==> config.mk <==
export PLATFORM = sky130hd
export DESIGN_NAME = pc_sequencer_flat
export DESIGN_NICKNAME = d
export VERILOG_FILES = /design/src/rtl/pc_sequencer_if.sv /design/src/rtl/pc_sequencer.sv /design/src/flat_wrapper.sv
export SDC_FILE = /design/constraint.sdc
export NUM_CORES = 1
export LEC_CHECK = 0
export BUFFER_PORTS_ARGS = -buffer_cell sky130_fd_sc_hd__buf_4
export CORE_ASPECT_RATIO = 2
export CORE_MARGIN = 2
export CORE_UTILIZATION = 50
export DETAILED_ROUTE_END_ITERATION = 8
export GPL_ROUTABILITY_DRIVEN = 0
export GPL_TIMING_DRIVEN = 0
export MAX_ROUTING_LAYER = met4
export PLACE_DENSITY = 0.77
export RECOVER_POWER = 25
export REMOVE_ABC_BUFFERS = 1
export SYNTH_ARGS = -nofsm -noshare
export SYNTH_HDL_FRONTEND = slang
export SYNTH_SLANG_ARGS = --single-unit
export TNS_END_PERCENT = 100
==> constraint.sdc <==
create_clock -name clk -period 9.18 [get_ports clk]
set_clock_uncertainty 0.15 [all_clocks]
set_input_delay 1.836 -clock clk [delete_from_list [all_inputs] [get_ports clk]]
set_output_delay 1.836 -clock clk [all_outputs]
set_load 0.03 [all_outputs]
==> src/rtl/pc_sequencer_if.sv <==
// Fetch/branch/jump bundle between the main controller and the PC sequencer.
// The controller drives the decisions; the sequencer returns PC and status.
interface pc_sequencer_if #(
    parameter int word_size = 32
);
    logic                 branch_taken;
    logic                 branch_valid;
    logic                 jump;
    logic [word_size-1:0] imm_offset;
    logic [word_size-1:0] jump_target;
    logic                 instr_done;
    logic                 mem_ready;
    logic                 fetch_req;
    logic [word_size-1:0] pc;
    logic                 pc_write;
    logic [15:0]          taken_count;
    logic                 misalign_err;

    modport master (
        output branch_taken, branch_valid, jump,
        output imm_offset, jump_target,
        output instr_done, mem_ready,
        input  fetch_req, pc, pc_write,
        input  taken_count, misalign_err
    );

    modport slave (
        input  branch_taken, branch_valid, jump,
        input  imm_offset, jump_target,
        input  instr_done, mem_ready,
        output fetch_req, pc, pc_write,
        output taken_count, misalign_err
    );
endinterface

==> src/rtl/pc_sequencer.sv <==
// Program counter sequencer: fetch, wait, execute, update loop with
// branch/jump redirect, redirect counter and a terminal misalign halt.
module pc_sequencer #(
    parameter int                   word_size    = 32,
    parameter logic [word_size-1:0] RESET_VECTOR = 32'h0000_0000
) (
    input logic         clk,
    input logic         rst_n,
    pc_sequencer_if.slave bus
);
    typedef enum logic [2:0] {
        FETCH,
        WAIT_MEM,
        EXEC,
        UPDATE,
        HALT
    } state_e;

    state_e               state_q, state_d;
    logic [word_size-1:0] pc_q, pc_d;
    logic [word_size-1:0] pc_plus4_q, pc_plus4_d;
    logic [word_size-1:0] next_pc_q, next_pc_d;
    logic                 redirect_q, redirect_d;
    logic [15:0]          count_q, count_d;
    logic                 misalign_q, misalign_d;
    logic                 run_q;

    logic [word_size-1:0] br_target;
    logic [word_size-1:0] target;
    logic                 redirect;

    // Same-width add wraps mod 2^word_size; the shift keeps the offset's sign.
    assign br_target = pc_plus4_q + (bus.imm_offset << 2);

    always_comb begin
        target   = pc_plus4_q;
        redirect = 1'b0;
        if (bus.jump) begin
            target   = bus.jump_target;
            redirect = 1'b1;
        end else if (bus.branch_valid && bus.branch_taken) begin
            target   = br_target;
            redirect = 1'b1;
        end
    end

    always_comb begin
        state_d       = state_q;
        pc_d          = pc_q;
        pc_plus4_d    = pc_plus4_q;
        next_pc_d     = next_pc_q;
        redirect_d    = redirect_q;
        count_d       = count_q;
        misalign_d    = misalign_q;
        bus.fetch_req = 1'b0;
        bus.pc_write  = 1'b0;
        unique case (state_q)
            FETCH: begin
                // run_q holds off the first fetch until one cycle after reset.
                bus.fetch_req = run_q;
                if (run_q) state_d = WAIT_MEM;
            end
            WAIT_MEM: begin
                bus.fetch_req = 1'b1;
                if (bus.mem_ready) begin
                    pc_plus4_d = pc_q + word_size'(4);
                    state_d    = EXEC;
                end
            end
            EXEC: begin
                if (bus.instr_done) begin
                    next_pc_d  = target;
                    redirect_d = redirect;
                    if (target[1:0] != 2'b00) begin
                        misalign_d = 1'b1;
                        state_d    = HALT;
                    end else begin
                        state_d = UPDATE;
                    end
                end
            end
            UPDATE: begin
                bus.pc_write = 1'b1;
                pc_d         = next_pc_q;
                if (redirect_q && count_q != 16'hFFFF) begin
                    count_d = count_q + 16'd1;
                end
                state_d = FETCH;
            end
            HALT: begin
                state_d = HALT;
            end
            default: begin
                state_d = FETCH;
            end
        endcase
    end

    always_ff @(posedge clk) begin
        if (!rst_n) begin
            state_q    <= FETCH;
            pc_q       <= RESET_VECTOR;
            pc_plus4_q <= '0;
            next_pc_q  <= '0;
            redirect_q <= 1'b0;
            count_q    <= '0;
            misalign_q <= 1'b0;
            run_q      <= 1'b0;
        end else begin
            state_q    <= state_d;
            pc_q       <= pc_d;
            pc_plus4_q <= pc_plus4_d;
            next_pc_q  <= next_pc_d;
            redirect_q <= redirect_d;
            count_q    <= count_d;
            misalign_q <= misalign_d;
            run_q      <= 1'b1;
        end
    end

    assign bus.pc           = pc_q;
    assign bus.taken_count  = count_q;
    assign bus.misalign_err = misalign_q;
endmodule
==> src/flat_wrapper.sv <==
// flat-port wrapper written by rule: the top's interface ports become plain ports
module pc_sequencer_flat 
#(
    parameter int                   word_size    = 32,
    parameter logic [word_size-1:0] RESET_VECTOR = 32'h0000_0000
)
  (clk, rst_n, bus_branch_taken, bus_branch_valid, bus_jump, bus_imm_offset, bus_jump_target, bus_instr_done, bus_mem_ready, bus_fetch_req, bus_pc, bus_pc_write, bus_taken_count, bus_misalign_err);
  pc_sequencer_if #(.word_size(word_size)) bus_i ();
  input logic clk;
  input logic rst_n;
  input wire logic [$bits(bus_i.branch_taken)-1:0] bus_branch_taken;
  input wire logic [$bits(bus_i.branch_valid)-1:0] bus_branch_valid;
  input wire logic [$bits(bus_i.jump)-1:0] bus_jump;
  input wire logic [$bits(bus_i.imm_offset)-1:0] bus_imm_offset;
  input wire logic [$bits(bus_i.jump_target)-1:0] bus_jump_target;
  input wire logic [$bits(bus_i.instr_done)-1:0] bus_instr_done;
  input wire logic [$bits(bus_i.mem_ready)-1:0] bus_mem_ready;
  output wire logic [$bits(bus_i.fetch_req)-1:0] bus_fetch_req;
  output wire logic [$bits(bus_i.pc)-1:0] bus_pc;
  output wire logic [$bits(bus_i.pc_write)-1:0] bus_pc_write;
  output wire logic [$bits(bus_i.taken_count)-1:0] bus_taken_count;
  output wire logic [$bits(bus_i.misalign_err)-1:0] bus_misalign_err;
  assign bus_i.branch_taken = bus_branch_taken;
  assign bus_i.branch_valid = bus_branch_valid;
  assign bus_i.jump = bus_jump;
  assign bus_i.imm_offset = bus_imm_offset;
  assign bus_i.jump_target = bus_jump_target;
  assign bus_i.instr_done = bus_instr_done;
  assign bus_i.mem_ready = bus_mem_ready;
  assign bus_fetch_req = bus_i.fetch_req;
  assign bus_pc = bus_i.pc;
  assign bus_pc_write = bus_i.pc_write;
  assign bus_taken_count = bus_i.taken_count;
  assign bus_misalign_err = bus_i.misalign_err;
  pc_sequencer #(.word_size(word_size), .RESET_VECTOR(RESET_VECTOR)) u_core (.clk(clk), .rst_n(rst_n), .bus(bus_i));
endmodule
==> out/metrics.yaml, run 1 <==
run_status:
  status: "complete, but fails checks"
  violations: "capacitance limit, slew limit"
grt:
  grtUsageTotal_pct: 28.0
  antenna_found_initial: 0
  grt_pass1_vias: 6431
  grt_max_degree: 107
  grt.overflow.total: 0
  grt_pass1_wl_um: 31300
yosys:
  synth_cell_types: 67
  synth_top_cell_area_share_pct: 34.4
  yosys.area.top_type: "dfxtp_1"
  netlist_top_cells_count: "155 x nand2_1, 118 x dfxtp_1, 92 x a21oi_1, 91 x nor2_1, 46 x o21ai_0"
  synth_enable_flop_cells: 0
  synthArstFlopShare_pct: 0
  avgSynthCellArea_um2: 7.73
  ys_warn_count: 0
  synth_seq_cells: 118
  synth.most_common_cell: "nand2_1"
  syn_area_um2: 6870
  synth.area.top_cells: "dfxtp_1 34%, nand2_1 8.5%, a21oi_1 6.7%"
  ys_seq_area_share_pct: 34.4
  synth_ff_type: "dfxtp_1"
  syn_inst: 888
power:
  leakage_nw: 3.14
  switchingPower_w: 0.000387
  peakVddDrop_uv: 130
  swShare_pct: 27.8
  powerDensity_nw_per_um2: 170
  clock_power_share_pct: 44.5
  p_int_w: 0.00100
  comb_power_share_pct: 16.4
  sequentialPowerShare_pct: 39.1
  total_power_w: 0.00139
routing:
  detail_route.wl_per_cell_um: 17.2
  drc: 0
  wl_um: 19700
  wl_met3_um: 767
  ant_nets: 0
  dr.first_iter.drc_count: 406
  top_layer: "met4"
  dr_wl_met2_um: 10500
  vias: 6778
  met1_length_um: 7440
  drt_pass1_iterations: 5
  via_per_inst: 5.93
worst_setup_path:
  cp_slowest_cell: "clkinvlp_2"
  critPathMaxFanout: 106
  arrival_ns: 7.11
  slowest_delay_ns: 3.08
  worstReg2RegStart: "u_core.state_q[1]$_SDFFE_PN0P_"
  cp.required_ns: 9.38
  cp_top_family: "buffers and inverters"
  r2r_slack_ns: 5.23
  reg2reg_to: "u_core.bus.taken_count[9]$_SDFFE_PN0P_"
  cp-start-kind: "input pin"
  rr_worst_depth: 9
  worstPathCellList: "clkbuf_1 -> clkinvlp_2 -> a221o_1 -> a31oi_1"
  critPathCaptureType: "register"
  path_class: "in2reg"
  critical_path_buf_inv_count: 2
layout:
  final_cell_count_no_fill: 1143
  fin_area_um2: 8180
  fin_nets: 1080
  area_growth_pct: 19.1
  num_antenna_cells: 0
  drive_gt1_share_pct: 14.3
sta:
  finalHoldViolCount: 0
  setup_viol: 0
  tns_ns: 0
  slew_viol_final: 107
  fin_crit_sh_pct: 75.4
  hold_slack_ns: 0.300
  tightest_slew_ns: 3.64
  relSlewSlack_pct: -144
  rsz0062_at_grt: "no"
  final.min_clock_period_ns: 6.92
  maxClockFrequency_ghz: 0.145
floorplan:
  start_util_pct: 51.1
  dieHeight_um: 170
  rows: 60
  dieArea_um2: 14700
  io_pins: 122
  floorplan.core_area_um2: 13400
  chipWidth_um: 86.9
cts:
  clock_latency_ns: 0.42
  clkSlewWorstSetupHoldPaths_ns: 0.05
  cts_tree: "built"
  cts-htree-levels: 4
  cts-root-buf: "clkbuf_16"
  cts_resized: 0
  cts_made_buffers: 17
  post_cts_buffers: 0
  cts.sinks: 118
  hold_buffers: 0
  clockBufferDepth: 2
placed_design:
  port_buffers: 119
  hpwl_um: 13700
  placed_cell_area_um2: 7760
  dpl.cell_count: 1113
hold_path:
  min_from: "u_core.next_pc_q[8]$_SDFFE_PN0P_"
  min_path_type: "reg2reg"
  min_to: "u_core.bus.pc[8]$_SDFFE_PN0P_"
  hold_path_depth: 2
flow_run:
  maxCapViolCount: 1
-- worst max path at each step --
stage | startpoint | endpoint | slack [ns] | cells past startpoint
2_1_floorplan | rst_n | u_core.next_pc_q[25]$_SDFFE_PN0P_ | 4.89 | 3
3_3_place_gp | rst_n | u_core.next_pc_q[25]$_SDFFE_PN0P_ | 3.36 | 4
3_5_place_dp | u_core.state_q[1]$_SDFFE_PN0P_ | bus_pc_write | 3.59 | 5
4_1_cts | u_core.state_q[1]$_SDFFE_PN0P_ | bus_pc_write | 3.12 | 5
5_1_grt | rst_n | u_core.next_pc_q[25]$_SDFFE_PN0P_ | 1.86 | 4
6_report | rst_n | u_core.next_pc_q[25]$_SDFFE_PN0P_ | 2.26 | 4
-- registers in the layout (all words and copies together) (netlist names) --
signal                   flops
u_core.state_q               3
u_core.next_pc_q            32
u_core.pc_plus4_q           32
u_core.bus.misalign_err      1
u_core.bus.taken_count      16
u_core.redirect_q            1
u_core.run_q                 1
u_core.bus.pc               32
-- power by group through the flow --
stage	sequential [W]	combinational (W)	clock, W
floorplan	0.000550	0.000152	0
CTS	0.000543	0.000227	0.000620
global route	0.000545	0.000253	0.000646
finish	0.000543	0.000228	0.000618
detailed placement	0.000554	0.000225	0
global placement	0.000553	0.000221	0
-- worst register-to-register path, delay by kind of cell (launching register included) --
family / cells / cell delay [ns]
AO/OA/AOI/OAI: 1 / 0.56
XOR/XNOR: 1 / 0.16
buffers and inverters: 2 / 1.35
flip-flops: 1 / 0.33
AND/OR/NAND/NOR: 5 / 1.16
-- final cells by class --
type	count	area, um^2
Tap cell	155	194
Clock inverter	10	82.6
Fill cell	1253	5260
Multi-Input combinational cell	704	4190
Sequential cell	118	2360
Timing Repair Buffer	122	840
Clock buffer	20	457
Inverter	14	53.8
-- layer usage --
| metal | GRT usage (%) | vias up |
|---|---|---|
| met2 | 49.5 | 209 |
| met5 | - | - |
| met3 | 3.50 | 57 |
| met1 | 28.9 | 3167 |
| met4 | 15.9 | 0 |
| li1 | - | 3345 |
-- logic make-up (layout without fill, tap and decap cells) --
group           after synthesis  in the layout  share of synthesized area [%]
compound gates              258            258                           24.0
xor+xnor                     55             55                           7.01
fa+ha+maj                    32             32                           5.94
buf+inv                      66            166                           4.70
flops                       118            118                           34.4
mux                           9              9                           1.33
simple gates                350            350                           22.6
-- placed cells by master, fill, tap and decap left out, drive strengths merged, types with 11 or more instances in the layout --
cell type,synthesis,final
nand2,155,155
a21o,16,16
nor3,11,11
dfxtp,118,118
a21oi,95,95
clkbuf,42,51
a211oi,30,30
or3,20,20
ha,31,31
nor2,91,91
a311oi,12,12
o211ai,18,18
buf,9,91
xnor2,26,26
xor2,29,29
and3,18,18
inv,12,12
o21ai,50,50
nand3,28,28
-- through the flow --
| stage | util [%] | setup slack, ns |
|---|---|---|
| floorplan | - | 4.89 |
| global route | 60.9 | 1.86 |
| global placement | 57.2 | 3.36 |
| CTS | 61.7 | 3.12 |
| finish | 60.9 | 2.26 |
| detailed placement | 57.7 | 3.59 |
(Power assumes the default switching activity.)
==> inputs of run 2 (changes only) <==
- PLACE_DENSITY: 0.77 -> 0.79
- clock period: 9.18 -> 5.7 ns (I/O delays scaled with it)
==> out/metrics.yaml, run 2 (same netlist as run 1, synthesis figures left out) <==
run_status:
  status: "complete, but fails checks"  # unchanged
  violations: "capacitance limit, slew limit"  # unchanged
routing:
  via_per_inst: 6.01  # was 5.93
  vias: 6868  # was 6778
  ant_nets: 0  # unchanged
  drc: 0  # unchanged
  dr.first_iter.drc_count: 411  # was 406
  detail_route.wl_per_cell_um: 17.5  # was 17.2 um
  drt_pass1_iterations: 5  # unchanged
  wl_um: 20000  # was 19700 um
layout:
  fin_area_um2: 8190  # was 8180 um^2
  fillers: 1247  # was 1253
  mostFrequentLayoutCells: "154 x nand2_1, 118 x dfxtp_1, 92 x a21oi_1, 90 x nor2_1, 87 x buf_4"  # was 154 x nand2_1, 118 x dfxtp_1, 92 x a21oi_1, 90 x nor2_1, 88 x buf_4
  fin_nets: 1078  # was 1080
  num_antenna_cells: 0  # unchanged
  drive_gt1_share_pct: 14.2  # was 14.3%
  final_cell_count_no_fill: 1142  # was 1143
  utilization_pct: 61.0  # was 60.9%
  area_growth_pct: 19.3  # was 19.1%
  layout_commonest_cell: "nand2_1"  # unchanged
sta:
  setup_viol: 0  # unchanged
  final.min_clock_period_ns: 5.30
  relSlewSlack_pct: -20.7  # was -144%
  finalHoldViolCount: 0  # unchanged
  setup_ws_ns: 0.395  # was 2.26 ns
  maxClockFrequency_ghz: 0.189
  rsz0062_at_grt: "no"  # unchanged
  fin_crit_sh_pct: 93.1
  tns_ns: 0  # unchanged
  tightest_slew_ns: 1.81  # was 3.64 ns
  slew_viol_final: 107  # unchanged
cts:
  cts-htree-levels: 4  # unchanged
  clockBufferDepth: 2  # unchanged
  cts-root-buf: "clkbuf_16"  # unchanged
  clkSlewWorstSetupHoldPaths_ns: 0.06  # was 0.05 ns
  cts_made_buffers: 17  # unchanged
  clock_latency_ns: 0.42  # about the same
  cts.sinks: 118  # unchanged
  hold_buffers: 0  # unchanged
  cts_tree: "built"  # unchanged
  post_cts_buffers: 0  # unchanged
  cts_resized: 0  # unchanged
floorplan:
  rows: 60  # unchanged
  io_pins: 122  # unchanged
  dieHeight_um: 170  # unchanged
  floorplan.core_area_um2: 13400  # unchanged
  chipWidth_um: 86.9  # unchanged
  dieArea_um2: 14700  # unchanged
  start_util_pct: 51.1  # unchanged
worst_setup_path:
  cp-start-kind: "register"  # was input pin
  critPathCaptureType: "output pin"  # was register
  cp.required_ns: 4.41  # was 9.38 ns
  critPathMaxFanout: 34  # was 106
  arrival_ns: 4.01  # was 7.11 ns
  path_class: "reg2out"  # was in2reg
grt:
  grt_pass1_wl_um: 32100  # was 31300 um
  grt.overflow.total: 0  # unchanged
  grtUsageTotal_pct: 28.6  # was 28.0%
  grt_pass1_vias: 6733  # was 6431
  antenna_found_initial: 0  # unchanged
  grt_max_degree: 107  # unchanged
power:
  powerDensity_nw_per_um2: 283  # was 170 nW/um^2
  leakage_nw: 3.12  # was 3.14 nW
  peakVddDrop_uv: 203  # was 130 uV
placed_design:
  hpwl_um: 13600  # was 13700 um
  dpl.cell_count: 1111  # was 1113
  pre_cts_slack_ns: 0.835  # was 3.59 ns
  port_buffers: 119  # unchanged
  placed_cell_area_um2: 7720  # was 7760 um^2
flow_run:
  maxCapViolCount: 1  # unchanged
hold_path:
  min_path_type: "reg2reg"  # unchanged
-- run 2: changes by cell type in the layout (fill, tap and decap cells not counted), sizes merged --
| cell | change |
|---|---|
| buf | -3 |
| bufinv | +1 |
| clkbuf | +1 |
| clkinv | -3 |
| clkinvlp | +2 |
| inv | +1 |
-- run 2: report_power, final --
group / leakage [nW] / switching (W) / internal, W / total, W
Clock: 0.277 / 0.000398 / 0.000675 / 0.00107
Sequential: 0.955 / 0.0000220 / 0.000852 / 0.000874
Combinational: 1.89 / 0.000218 / 0.000150 / 0.000368
Total: 3.12 / 0.000639 / 0.00168 / 0.00232
-- run 2: layer usage --
layer / GRT usage (%) / vias to the layer above / part of all wire, %
met2: 50.7 / 248 / 54
met3: 5.69 / 68 / 4.9
met5: - / - / 0
met1: 28.7 / 3214 / 37
met4: 14.9 / 0 / 4.5
li1: - / 3338 / -
-- run 2: final cells by class --
class	instances	area, um^2	area share [%]
Clock buffer	20	467	5.70
Sequential cell	118	2360	28.8
Inverter	14	56.3	0.687
Tap cell	155	194	2.37
Clock inverter	11	125	1.53
Multi-Input combinational cell	704	4190	51.2
Timing Repair Buffer	120	793	9.68
-- run 2: final timing paths --
| path | from | endpoint | slack, ns | cells after the start |
|---|---|---|---|---|
| setup / recovery | u_core.state_q[1]$_SDFFE_PN0P_ | bus_pc_write | 0.40 | 5 |
| hold / removal | u_core.next_pc_q[15]$_SDFFE_PN0P_ | u_core.next_pc_q[15]$_SDFFE_PN0P_ | 0.30 | 2 |
| setup reg to reg | u_core.state_q[1]$_SDFFE_PN0P_ | u_core.bus.taken_count[7]$_SDFFE_PN0P_ | 1.11 | 9 |
| hold reg to reg | u_core.next_pc_q[15]$_SDFFE_PN0P_ | u_core.next_pc_q[15]$_SDFFE_PN0P_ | 0.30 | 2 |
-- run 2: stage by stage --
| stage | hold WS [ns] | power, W |
|---|---|---|
| floorplan | 0.279 | 0.00113 |
| global placement | 0.287 | 0.00124 |
| detailed placement | 0.296 | 0.00125 |
| CTS | 0.304 | 0.00232 |
| global route | 0.325 | 0.00240 |
| finish | 0.302 | 0.00232 |
-- run 2: critical path, stage by stage (launching register included) --
cell      delay [ns]
dfxtp_1         0.33
inv_1           0.11
nor2_1          0.08
nand2_1         1.02
clkinv_1        1.48
buf_4           0.56
==> inputs of run 3 (changes only) <==
--- a/config.mk
+++ b/config.mk
@@ -7,2 +7,3 @@
 export LEC_CHECK = 0
+export ABC_AREA = 1
 export BUFFER_PORTS_ARGS = -buffer_cell sky130_fd_sc_hd__buf_4
@@ -15,3 +16,3 @@
 export MAX_ROUTING_LAYER = met4
-export PLACE_DENSITY = 0.79
+export PLACE_DENSITY = 0.78
 export RECOVER_POWER = 25
--- a/constraint.sdc
+++ b/constraint.sdc
@@ -4,2 +4,2 @@
 set_output_delay 1.14 -clock clk [all_outputs]
-set_load 0.03 [all_outputs]
+set_load 0.01 [all_outputs]
==> out/metrics.yaml, run 3 <==
yosys:
  synth_top_cell_area_share_pct: 30.0  # was 34.4%
  avgSynthCellArea_um2: 6.23  # was 7.73 um^2
  ys_seq_area_share_pct: 30.0  # was 34.4%
  synth.area.top_cells: "dfxtp_1 30%, nand2_1 16%, inv_1 7.7%"  # was dfxtp_1 34%, nand2_1 8.5%, a21oi_1 6.7%
  synth_seq_cells: 118  # unchanged
  netlist_top_cells_count: "327 x nand2_1, 162 x inv_1, 162 x nor2_1, 118 x a21oi_1, 118 x dfxtp_1"  # was 155 x nand2_1, 118 x dfxtp_1, 92 x a21oi_1, 91 x nor2_1, 46 x o21ai_0
  synth_enable_flop_cells: 0  # unchanged
  synth.most_common_cell: "nand2_1"  # unchanged
  synth_ff_type: "dfxtp_1"  # unchanged
  syn_inst: 1262  # was 888
  synth_cell_types: 42  # was 67
  syn_area_um2: 7860  # was 6870 um^2
  ys_warn_count: 0  # unchanged
  synthArstFlopShare_pct: 0  # unchanged
  yosys.area.top_type: "dfxtp_1"  # unchanged
placed_design:
  hpwl_um: 17900  # was 13600 um
  port_buffers: 119  # unchanged
sta:
  relSlewSlack_pct: -5.35  # was -20.7%
  fin_crit_sh_pct: 61.0  # was 93.1%
  tightest_slew_ns: 1.58  # was 1.81 ns
  slew_viol_final: 46  # was 107
  rsz0062_at_grt: "no"  # unchanged
  finalHoldViolCount: 0  # unchanged
  maxClockFrequency_ghz: 0.288  # was 0.189 GHz
  final.min_clock_period_ns: 3.47  # was 5.30 ns
  tns_ns: 0  # unchanged
  setup_viol: 0  # unchanged
hold_path:
  min_path_type: "reg2reg"  # unchanged
worst_setup_path:
  critPathMaxFanout: 41  # was 34
  path_class: "in2reg"  # was reg2out
  arrival_ns: 3.58  # was 4.01 ns
  cp_slowest_cell: "nand2_1"  # was clkinv_1
  worstPathCellList: "buf_4 -> nand2_1 -> inv_1 -> nand2_1 -> a21oi_1 -> a211oi_1 -> a211oi_1"  # was inv_1 -> nor2_1 -> nand2_1 -> clkinv_1 -> buf_4
  cp-start-kind: "input pin"  # was register
  cp.required_ns: 5.80  # was 4.41 ns
  critPathCaptureType: "register"  # was output pin
  slowest_delay_ns: 0.95  # was 1.48 ns
grt:
  grt_pass1_wl_um: 38500  # was 32100 um
  antenna_found_initial: 0  # unchanged
  grtUsageTotal_pct: 29.4  # was 28.6%
  grt_pass1_vias: 8311  # was 6733
  grt.overflow.total: 0  # unchanged
  grt_max_degree: 75  # was 107
floorplan:
  dieHeight_um: 181  # was 170 um
  io_pins: 122  # unchanged
  rows: 64  # was 60
  chipWidth_um: 92.7  # was 86.9 um
  dieArea_um2: 16800  # was 14700 um^2
  floorplan.core_area_um2: 15400  # was 13400 um^2
  start_util_pct: 51.1  # about the same
run_status:
  violations: "capacitance limit, slew limit"  # unchanged
  status: "complete, but fails checks"  # unchanged
cts:
  clock_latency_ns: 0.45  # was 0.42 ns
  clkSlewWorstSetupHoldPaths_ns: 0.05  # was 0.06 ns
  hold_buffers: 0  # unchanged
  cts_resized: 0  # unchanged
  post_cts_buffers: 0  # unchanged
  cts.sinks: 118  # unchanged
  cts-root-buf: "clkbuf_16"  # unchanged
  cts_tree: "built"  # unchanged
  cts_made_buffers: 25  # was 17
  clockBufferDepth: 3  # was 2
  cts-htree-levels: 4  # unchanged
routing:
  dr.first_iter.drc_count: 509  # was 411
  wl_um: 23900  # was 20000 um
  drt_pass1_iterations: 6  # was 5
  detail_route.wl_per_cell_um: 15.2  # was 17.5 um
  via_per_inst: 5.35  # was 6.01
  ant_nets: 0  # unchanged
  vias: 8383  # was 6868
  drc: 0  # unchanged
power:
  comb_power_share_pct: 29.1  # was 15.9%
  p_int_w: 0.00211  # was 0.00168 W
  peakVddDrop_uv: 282  # was 203 uV
  leakage_nw: 4.63  # was 3.12 nW
  clock_power_share_pct: 38.6  # was 46.4%
  switchingPower_w: 0.00108  # was 0.000639 W
  swShare_pct: 34.0  # was 27.6%
  sequentialPowerShare_pct: 32.4  # was 37.8%
  powerDensity_nw_per_um2: 338  # was 283 nW/um^2
layout:
  drive_gt1_share_pct: 10.3  # was 14.2%
  mostFrequentLayoutCells: "326 x nand2_1, 163 x inv_1, 162 x nor2_1, 118 x a21oi_1, 118 x dfxtp_1"  # was 154 x nand2_1, 118 x dfxtp_1, 92 x a21oi_1, 90 x nor2_1, 87 x buf_4
  fillers: 1507  # was 1247
  utilization_pct: 61.5  # was 61.0%
  fin_nets: 1468  # was 1078
  layout_commonest_cell: "nand2_1"  # unchanged
  area_growth_pct: 20.2  # was 19.3%
  num_antenna_cells: 0  # unchanged
flow_run:
  maxCapViolCount: 1  # unchanged
==> run 3: cell types whose count changed after synthesis, moves of 10 or more <==
cell / before / now
or3_1: 20 / 0
a311oi_1: 12 / 0
nand2_1: 155 / 327
a21o_1: 15 / 5
nor2_1: 91 / 162
and3_1: 18 / 0
a21oi_1: 92 / 118
a211oi_1: 29 / 5
o21bai_1: 4 / 21
nand3_1: 28 / 67
o21ai_0: 46 / 85
inv_1: 12 / 162
==> run 3: cell families after synthesis <==
| kind of cell | synth area share (%) |
|---|---|
| AOI/OAI and AO/OA | 17.5 |
| adders and majority gates | 5.19 |
| DFF | 30.0 |
| and+or+nand+nor | 32.3 |
| muxes | 0.255 |
| xor gates and xnor gates | 4.57 |
| buffers and inverters | 10.2 |
==> run 3: layout make-up <==
class / count / area, um^2 / area share [%]
multi-input combinational: 935 / 4710 / 49.9
sequential: 118 / 2360 / 25.0
timing repair buffer: 120 / 805 / 8.51
clock buffer: 31 / 698 / 7.39
inverter: 165 / 619 / 6.55
tap: 198 / 248 / 2.62
clock inverter: 1 / 5.00 / 0.0530
==> run 3: worst paths after layout <==
path | depth (start not counted) | slack [ns] | from | to
setup / recovery | 7 | 2.23 | bus_branch_taken | u_core.next_pc_q[2]$_SDFFE_PN0P_
hold / removal | 2 | 0.30 | u_core.next_pc_q[3]$_SDFFE_PN0P_ | u_core.bus.pc[3]$_SDFFE_PN0P_
setup reg to reg | 5 | 2.72 | u_core.state_q[0]$_SDFFE_PN0P_ | u_core.bus.pc[7]$_SDFFE_PN0P_
hold reg to reg | 2 | 0.30 | u_core.next_pc_q[3]$_SDFFE_PN0P_ | u_core.bus.pc[3]$_SDFFE_PN0P_
==> run 3: critical path, delay by kind of cell <==
kind                   cells  cell delay (ns)
and+or+nand+nor            2             1.18
buffers and inverters      2             0.89
AOI/OAI and AO/OA          3             0.38
==> run 3: stage by stage <==
step                instance area [um^2]  std cells  power, W  setup WS, ns  hold slack [ns]
CTS                                 9560       1568   0.00321          2.28            0.306
global placement                    8820       1535   0.00194          1.28            0.288
floorplan                           7680       1218   0.00165          2.58            0.279
detailed placement                  8860       1536   0.00197          1.81            0.298
finish                              9450       1568   0.00320          2.23            0.302
global route                        9450       1568   0.00338          2.02            0.319
==> run 3: power groups by stage <==
stage / sequential, W / combinational [W] / clock, W
floorplan: 0.00102 / 0.000632 / 0
global placement: 0.00104 / 0.000901 / 0
detailed placement: 0.00104 / 0.000924 / 0
CTS: 0.00103 / 0.000934 / 0.00124
global route: 0.00104 / 0.00105 / 0.00128
finish: 0.00103 / 0.000929 / 0.00123
==> run 3: routing by layer <==
metal	track usage, %	routed length [um]
met4	17.5	1440
met3	2.96	947
met5	-	0
met2	52.8	12600
met1	30.4	8950
